`src/rtl/spi_pkg.sv`:
```
// Shared types and constants for the SPI frame receiver and its downstream decode.
package spi_pkg;

   typedef enum logic [1:0] {
      ST_IDLE  = 2'd0,
      ST_SHIFT = 2'd1,
      ST_DONE  = 2'd2
   } spi_state_e;

   // Bit counter must be able to hold FRAME_BITS itself, not just FRAME_BITS-1.
   function automatic int spi_cnt_w(input int frame_bits);
      return $clog2(frame_bits + 1);
   endfunction

   // Coordinate/colour field widths of the 128-bit frame as unpacked downstream.
   localparam int SPI_X_W     = 16;
   localparam int SPI_Y_W     = 16;
   localparam int SPI_Z_W     = 16;
   localparam int SPI_RGBA_W  = 32;
   localparam int SPI_FLAGS_W = 48;

endpackage

```
`src/rtl/spi_frame_rx_sync.sv`:
```
// Multi-flop synchroniser for one asynchronous input plus rise/fall strobes in the clk domain.
module spi_sync_edge #(
   parameter int   SYNC_STAGES = 2,
   parameter logic RST_VAL     = 1'b0,
   parameter logic INVERT      = 1'b0
) (
   input  logic clk,
   input  logic rst_n,
   input  logic i_async,
   output logic o_level,
   output logic o_rise,
   output logic o_fall
);

   logic [SYNC_STAGES-1:0] r_sync;
   logic                   r_prev;

   always_ff @(posedge clk or negedge rst_n) begin
      if (!rst_n) begin
         r_sync <= {SYNC_STAGES{RST_VAL}};
         r_prev <= RST_VAL ^ INVERT;
      end else begin
         r_sync <= {r_sync[SYNC_STAGES-2:0], i_async};
         r_prev <= o_level;
      end
   end

   // Inversion sits after the synchroniser so edges are always in the idle-low sense.
   assign o_level = r_sync[SYNC_STAGES-1] ^ INVERT;
   assign o_rise  = o_level & ~r_prev;
   assign o_fall  = ~o_level & r_prev;

endmodule

```
`src/rtl/spi_frame_rx.sv`:
```
// SPI slave frame receiver: oversampled sck/cs_n/sdi, valid/ready output, overrun/short-frame flags.
module spi_frame_rx
   import spi_pkg::*;
#(
   parameter int   FRAME_BITS  = 128,
   parameter int   SYNC_STAGES = 2,
   parameter logic CPOL        = 1'b0
) (
   input  logic                  clk,
   input  logic                  rst_n,
   input  logic                  sck,
   input  logic                  sdi,
   input  logic                  cs_n,
   output logic                  sdo,
   input  logic [FRAME_BITS-1:0] tx_word,
   output logic [FRAME_BITS-1:0] frame_data,
   output logic                  frame_valid,
   input  logic                  frame_ready,
   output logic                  frame_err,
   output logic                  overrun
);

   localparam int             CW       = spi_cnt_w(FRAME_BITS);
   localparam logic [CW-1:0]  LAST_CNT = CW'(FRAME_BITS - 1);

   logic w_sck_level_unused, w_sck_rise, w_sck_fall;
   logic w_cs_level, w_cs_rise, w_cs_fall;
   logic w_sdi, w_sdi_rise_unused, w_sdi_fall_unused;

   spi_sync_edge #(.SYNC_STAGES(SYNC_STAGES), .RST_VAL(CPOL), .INVERT(CPOL)) u_sync_sck (
      .clk(clk), .rst_n(rst_n), .i_async(sck),
      .o_level(w_sck_level_unused), .o_rise(w_sck_rise), .o_fall(w_sck_fall)
   );

   spi_sync_edge #(.SYNC_STAGES(SYNC_STAGES), .RST_VAL(1'b1), .INVERT(1'b0)) u_sync_cs (
      .clk(clk), .rst_n(rst_n), .i_async(cs_n),
      .o_level(w_cs_level), .o_rise(w_cs_rise), .o_fall(w_cs_fall)
   );

   spi_sync_edge #(.SYNC_STAGES(SYNC_STAGES), .RST_VAL(1'b0), .INVERT(1'b0)) u_sync_sdi (
      .clk(clk), .rst_n(rst_n), .i_async(sdi),
      .o_level(w_sdi), .o_rise(w_sdi_rise_unused), .o_fall(w_sdi_fall_unused)
   );

   spi_state_e            r_state, w_state_nxt;
   logic [CW-1:0]         r_cnt;
   logic [FRAME_BITS-1:0] r_rx_sr, r_tx_sr, r_frame_data;
   logic                  r_frame_valid, r_frame_err, r_overrun;

   logic                  w_start, w_abort, w_leave, w_shift_in, w_shift_out, w_commit;
   logic [FRAME_BITS-1:0] w_rx_nxt;

   assign w_rx_nxt = {r_rx_sr[FRAME_BITS-2:0], w_sdi};

   always_ff @(posedge clk or negedge rst_n) begin
      if (!rst_n) r_state <= ST_IDLE;
      else        r_state <= w_state_nxt;
   end

   always_comb begin
      w_state_nxt = r_state;
      w_start     = 1'b0;
      w_abort     = 1'b0;
      w_leave     = 1'b0;
      w_shift_in  = 1'b0;
      w_shift_out = 1'b0;
      w_commit    = 1'b0;
      case (r_state)
         ST_IDLE: begin
            if (w_cs_fall) begin
               w_state_nxt = ST_SHIFT;
               w_start     = 1'b1;
            end
         end
         ST_SHIFT: begin
            // cs_n release wins over a coincident sck edge; a zero-bit frame is not an error.
            if (w_cs_rise) begin
               w_state_nxt = ST_IDLE;
               w_leave     = 1'b1;
               w_abort     = (r_cnt != '0);
            end else begin
               if (w_sck_rise) begin
                  w_shift_in = 1'b1;
                  if (r_cnt == LAST_CNT) begin
                     w_commit    = 1'b1;
                     w_state_nxt = ST_DONE;
                  end
               end
               if (w_sck_fall) w_shift_out = 1'b1;
            end
         end
         ST_DONE: begin
            if (w_cs_rise) w_state_nxt = ST_IDLE;
         end
         default: w_state_nxt = ST_IDLE;
      endcase
   end

   always_ff @(posedge clk or negedge rst_n) begin
      if (!rst_n) begin
         r_cnt         <= '0;
         r_rx_sr       <= '0;
         r_tx_sr       <= '0;
         r_frame_data  <= '0;
         r_frame_valid <= 1'b0;
         r_frame_err   <= 1'b0;
         r_overrun     <= 1'b0;
      end else begin
         r_frame_err <= w_abort;
         r_overrun   <= 1'b0;
         if (w_start) begin
            r_cnt   <= '0;
            r_rx_sr <= '0;
            r_tx_sr <= tx_word;
         end
         if (w_shift_in) begin
            r_rx_sr <= w_rx_nxt;
            r_cnt   <= r_cnt + 1'b1;
         end
         if (w_shift_out) r_tx_sr <= {r_tx_sr[FRAME_BITS-2:0], 1'b0};
         if (w_leave) begin
            r_cnt   <= '0;
            r_rx_sr <= '0;
            r_tx_sr <= '0;
         end
         // A commit landing in the same cycle as a handshake replaces the consumed frame.
         if (w_commit) begin
            if (!r_frame_valid || frame_ready) begin
               r_frame_data  <= w_rx_nxt;
               r_frame_valid <= 1'b1;
            end else begin
               r_overrun <= 1'b1;
            end
         end else if (r_frame_valid && frame_ready) begin
            r_frame_valid <= 1'b0;
         end
      end
   end

   assign sdo         = (!w_cs_level && r_state != ST_DONE) ? r_tx_sr[FRAME_BITS-1] : 1'b0;
   assign frame_data  = r_frame_data;
   assign frame_valid = r_frame_valid;
   assign frame_err   = r_frame_err;
   assign overrun     = r_overrun;

endmodule

```
`config.mk`:
```
export PLATFORM = sky130hd
export DESIGN_NAME = spi_frame_rx
export DESIGN_NICKNAME = d
export VERILOG_FILES = /design/src/rtl/spi_pkg.sv /design/src/rtl/spi_frame_rx_sync.sv /design/src/rtl/spi_frame_rx.sv
export SDC_FILE = /design/constraint.sdc
export NUM_CORES = 1
export LEC_CHECK = 0
export CORE_MARGIN = 3
export CORE_UTILIZATION = 45
export DETAILED_ROUTE_END_ITERATION = 6
export PLACE_DENSITY = 0.69
export SYNTH_ARGS = -nofsm -noshare
export SYNTH_HDL_FRONTEND = slang
export SYNTH_SLANG_ARGS = --single-unit
```
`constraint.sdc`:
```
create_clock -name clk -period 2.6 [get_ports clk]
set_input_delay 0.78 -clock clk [delete_from_list [all_inputs] [get_ports clk]]
set_output_delay 0.78 -clock clk [all_outputs]
set_load 0.05 [all_outputs]
```
## Word level (Yosys, flattened, before mapping)

Index checks and enable logic that the tools add are counted.
Widths: inputs -> output; s select.

- Bits in registers: 404
- Input bits: 134
- Logic and storage cells: 81

- Add/subtract/negate cells: 1
- Eq/ne operators: 9
- Multiplexer cells: 37
- Bitwise gates (word level): 8
- Reduce and logical (&&, ||, !) cells: 13

Operators by type and width:

| cell | number |
|---|---|
| $mux 128 | 3 |
| $mux 127 | 3 |
| $mux 8 | 3 |
| $mux 1 | 22 |
| $mux 2 | 5 |
| $add 8x1->8 const B | 1 |
| $eq 8x7->1 const B | 1 |
| $reduce_bool 8->1 | 1 |
| $ne 2x1->1 const B | 3 |
| $pmux 2 s3 | 1 |
| $reduce_bool 3->1 | 2 |
| $and 1x1->1 | 4 |
| $not 1->1 | 4 |
| $reduce_and 2->1 | 2 |
| $reduce_and 4->1 | 1 |
| $ne 3x1->1 const B | 1 |
| $ne 3x2->1 const B | 1 |
| $eq 2x1->1 const B | 1 |
| $eq 2x2->1 const B | 1 |
| $logic_and 1x1->1 | 2 |
| $logic_not 1->1 | 2 |
| $logic_not 2->1 | 1 |
| $ne 2x2->1 const B | 1 |
| $reduce_bool 2->1 | 1 |
| $logic_or 1x1->1 | 1 |

## Longest topological paths before layout

Gate-level depths: netlist of the first run.

- Word-level depth: 7
- Depth in mapped cells: 8
- Gate-level depth less buffers: 4

## Hierarchy

From an unflattened synthesis of the first run, not the netlist that was laid out.

- Cell total of the unflattened synthesis: 1073
- Area total of the unflattened synthesis: 16462.0 µm²

By module, submodules not included:

| module | times used | cells an instance | area each (µm²) | seq. area each (µm²) |
|---|---|---|---|---|
| spi_frame_rx | 1 | 1058 | 16188.0 | 9909.5 |
| spi_sync_edge at u_sync_sck ... | 2 | 5 | 90.1 | 75.1 |
| spi_sync_edge at u_sync_cs | 1 | 5 | 93.8 | 78.8 |

## Least setup slack after synthesis of the first run

OpenSTA, ideal clock, no wires.

- Path kind: reg-to-output
- Start point: register r_state[1]
- End point: output sdo
- Data arrival time: 1.785 ns
- Data required time: 1.820 ns
- Slack: 0.035 ns
- Cell stages (with the launch flop): 4
- Path buffers: 1
- Path through: dfrtp_1 buf_4 nor2b_1 nor3b_1

- Word-level cells in the longest chain between the ends: 3

Ends and longest elaborated chain:

| what | RTL line | source |
|---|---|---|
| start, declared | spi_frame_rx.sv:45 | `spi_state_e r_state, w_state_nxt;` |
| start signal, assigned | spi_frame_rx.sv:57 | `else r_state <= w_state_nxt;` |
| $ne 2x2->1 | spi_frame_rx.sv:140 | `assign sdo = (!w_cs_level && r_state != ST_DONE) ? r_tx_sr[FRAME_BITS-1] : 1'b0;` |
| $logic_and 1x1->1 | spi_frame_rx.sv:140 |  |
| $mux 1 | spi_frame_rx.sv:140 |  |
| end, declared | spi_frame_rx.sv:14 | `output logic sdo,` |

No other way between the ends.

## Worst setup path in the final report of the first run

- Start point: register r_frame_data[68], in the netlist frame_data[68]
- End point: output frame_data[68]

RTL lines:

| what | RTL line | source |
|---|---|---|
| start, declared | spi_frame_rx.sv:47 | `logic [FRAME_BITS-1:0] r_rx_sr, r_tx_sr, r_frame_data;` |
| start signal, assigned | spi_frame_rx.sv:129 | `r_frame_data <= w_rx_nxt;` |
| end, declared | spi_frame_rx.sv:16 | `output logic [FRAME_BITS-1:0] frame_data,` |

No word-level cell between the ends.

==> impl_metrics.json, run 1 <==
{
  "status": "complete, no violations",
  "numCtsBuffers": 43,
  "globalRouteMet1Util_pct": 26.0,
  "grt_use_met3_pct": 3.33,
  "ctsHoldBuffers": 0,
  "crit_fanout": 2,
  "critical_path_buf_inv_count": 1,
  "pin_count": 266,
  "tightest_slew_ns": 0.582,
  "place_hpwl_um": 24200,
  "max_stage_delay_ns": 0.83,
  "grt_use_met2_pct": 29.8,
  "chipWidth_um": 196,
  "yosysSeqAreaShare_pct": 62.5,
  "clk_latency_ns": 0.53,
  "fin_setup_tns_ns": 0,
  "post_dp_cell_area_um2": 19500,
  "layout_min_cycle_time_ns": 2.54,
  "start_util_pct": 46.3,
  "core_area_um2": 35000,
  "portBuffers": 265,
  "internal_power_uw": 11600,
  "synth.distinct_cells": 45,
  "drive_above_1_share_pct": 19.8,
  "avgSynthCellArea_um2": 15.2,
  "routed_wl_um": 35500,
  "synth-async-reset-ratio_pct": 100,
  "cts-htree-levels": 2,
  "drtIter0Drc": 480,
  "cts_sinks": 404,
  "viasPerCell": 5.45,
  "synthesis.nets": 1201,
  "grt_overflow": 0,
  "worstPathArrival_ns": 1.76,
  "power_frac_comb_pct": 10.6,
  "max_cap_violations": 0,
  "worst_ep_required_time_ns": 1.82,
  "grt_pass1_vias": 10700,
  "grt_busiest_layer": "met2",
  "leakagePower_uw": 0.0103,
  "finalSetupViolCount": 0,
  "die_h_um": 196,
  "period_share_pct": 97.7,
  "ctsResizeCount": 0,
  "syn_to_final_growth_pct": 30.0,
  "cpMaxStageDelayCell": "clkdlybuf4s50_1",
  "hold_violations": 0,
  "vias": 9986,
  "synth_edf_count": 0,
  "peakVddDrop_mv": 0.474,
  "power.share.sequential_pct": 47.4,
  "max_slew_margin_pct": 61.2,
  "p_sw_uw": 3560,
  "dieArea_um2": 38300,
  "grt_first_pass_wirelength_um": 58400,
  "cts_root_buffer": "clkbuf_16",
  "timing.final.max_slew_violations": 0,
  "clockPowerShare_pct": 42.0,
  "postCtsSetupBuffers": 0,
  "cp_top_family": "buffers and inverters",
  "critPathLaunchType": "register",
  "synth_top_flop_cell": "dfrtp_1",
  "crit_type": "register to output port",
  "crit_chain": "clkdlybuf4s50_1",
  "clock.fmax_mhz": 394,
  "cp-end-kind": "output port",
  "cts_buffer_depth": 3,
  "clock_skew_ns": 0.0261,
  "cts_tree": "built",
  "rows": 68,
  "cellPowerDensity_nw_per_um2": 721,
  "rsz0062_at_grt": "no",
  "gp_congestion": 0.745,
  "final_area_um2": 21000,
  "path_clk_slew_ns": 0.06,
  "grt_usage_pct": 18.4,
  "firstDrtPassIters": 4,
  "switching_share_pct": 23.5,
  "ys_ff_latch": 404,
  "grt_max_degree": 75,
  "layout.nets": 1481,
  "drc": 0,
  "hp-class": "input port to async pin",
  "wl_per_cell_um": 19.4,
  "synth_warnings": 0,
  "syn_area_um2": 16200,
  "antenna_left": 0,
  "synthCells": 1065,
  "antenna_found_initial": 1
}
[state kept, by name, summed over array words and instances, names as in the netlist, 2 cells and up]
name	flops
frame_data	128
r_cnt	8
r_rx_sr	127
r_state	2
r_tx_sr	128
u_sync_cs.r_sync	2
u_sync_sck.r_sync	2
u_sync_sdi.r_sync	2
[power groups by stage]
stage / combinational [uW] / clock [uW] / sequential, uW
global route: 1780 / 6790 / 7260
global placement: 1590 / 0 / 7280
finish: 1610 / 6380 / 7190
detailed placement: 1630 / 0 / 7280
CTS: 1630 / 6520 / 7190
floorplan: 998 / 0 / 7190
[layout by cell type, fill, tap and decap left out, types with 4 or more instances in the layout]
master	n
dfrtp_1	401
clkdlybuf4s50_1	260
mux2i_1	131
o2bb2ai_1	128
a22o_1	127
mux2_2	117
clkbuf_16	44
buf_4	36
buf_12	23
mux2_4	10
clkbuf_1	9
clkbuf_8	8
clkinv_2	7
nand3_1	6
nand2_1	6
bufinv_16	6
nor2b_1	4
[final cells by class]
cell class,count,area (um^2)
clock buffers,61,1240
multi-input cells,572,5480
repair buffers,322,3370
flip-flops and latches,404,10100
fillers,2776,13900
clock inverters,16,249
well taps,455,569
diodes,1,2.50
inverters,2,7.51
[final timing paths]
path                                       from                    to  slack (ns)  cells past startpoint
setup / recovery                 frame_data[68]        frame_data[68]        0.06                      1
hold / removal                            rst_n        frame_data[94]        0.09                      1
setup reg to reg            u_sync_cs.r_sync[1]          r_tx_sr[109]        0.47                      5
hold reg to reg            u_sync_sck.r_sync[0]  u_sync_sck.r_sync[1]        0.35                      0
max in group asynchronous                 rst_n        frame_data[34]        1.69                      2
min in group clk           u_sync_sck.r_sync[0]  u_sync_sck.r_sync[1]        0.35                      0
[layer usage]
layer / share of wire [%] / vias up
met5: 0 / -
met4: 1.7 / 0
met3: 4.6 / 41
met2: 49 / 192
met1: 45 / 5150
li1: - / 4603
[metrics by stage]
stage	total power, uW	hold WS (ns)	std cells	utilization [%]	setup WS (ns)
after detailed placement	8910	0.336	1755	55.9	0.0181
after CTS	15300	0.0794	1832	60.1	0.0258
after global placement	8860	0.333	1755	55.9	0.0269
after floorplan	8190	0.331	1065	-	0.0352
final	15200	0.0875	1833	60.2	0.0606
after global routing	15800	0.0860	1833	60.2	0.0108
[cells in the mapped netlist (all sizes together), types with 3 or more instances]
library cell	number	area share [%]
buf	80	3.7
mux2	128	9.1
nand2	6	0.14
nand2b	3	0.16
a21o	4	0.19
mux2i	131	8.1
a21oi	3	0.093
o2bb2ai	128	6.9
clkbuf	7	0.16
o21ai	3	0.093
nor2b	4	0.15
dfrtp	401	62
a22o	127	6.9
dfstp	3	0.49
nand4	3	0.21
and3	3	0.12
nand3	7	0.22
[kinds of logic (layout without fill, tap and decap cells)]
group | count (synthesis) | after routing | share of synthesized area [%]
fa+ha+maj | 2 | 2 | 0.155
compound gates | 271 | 271 | 14.4
buf+inv | 89 | 401 | 3.94
mux | 259 | 259 | 17.2
flops | 404 | 404 | 62.5
other cells | 0 | 1 | 0
simple gates | 40 | 40 | 1.75
Power figures use the tool's default switching activity.
==> run 2: changes to the inputs <==
- ABC_CLOCK_PERIOD_IN_PS: default -> 2600
==> results of run 2 <==
The final DEF is identical to that of run 1; final timing and power are the same.
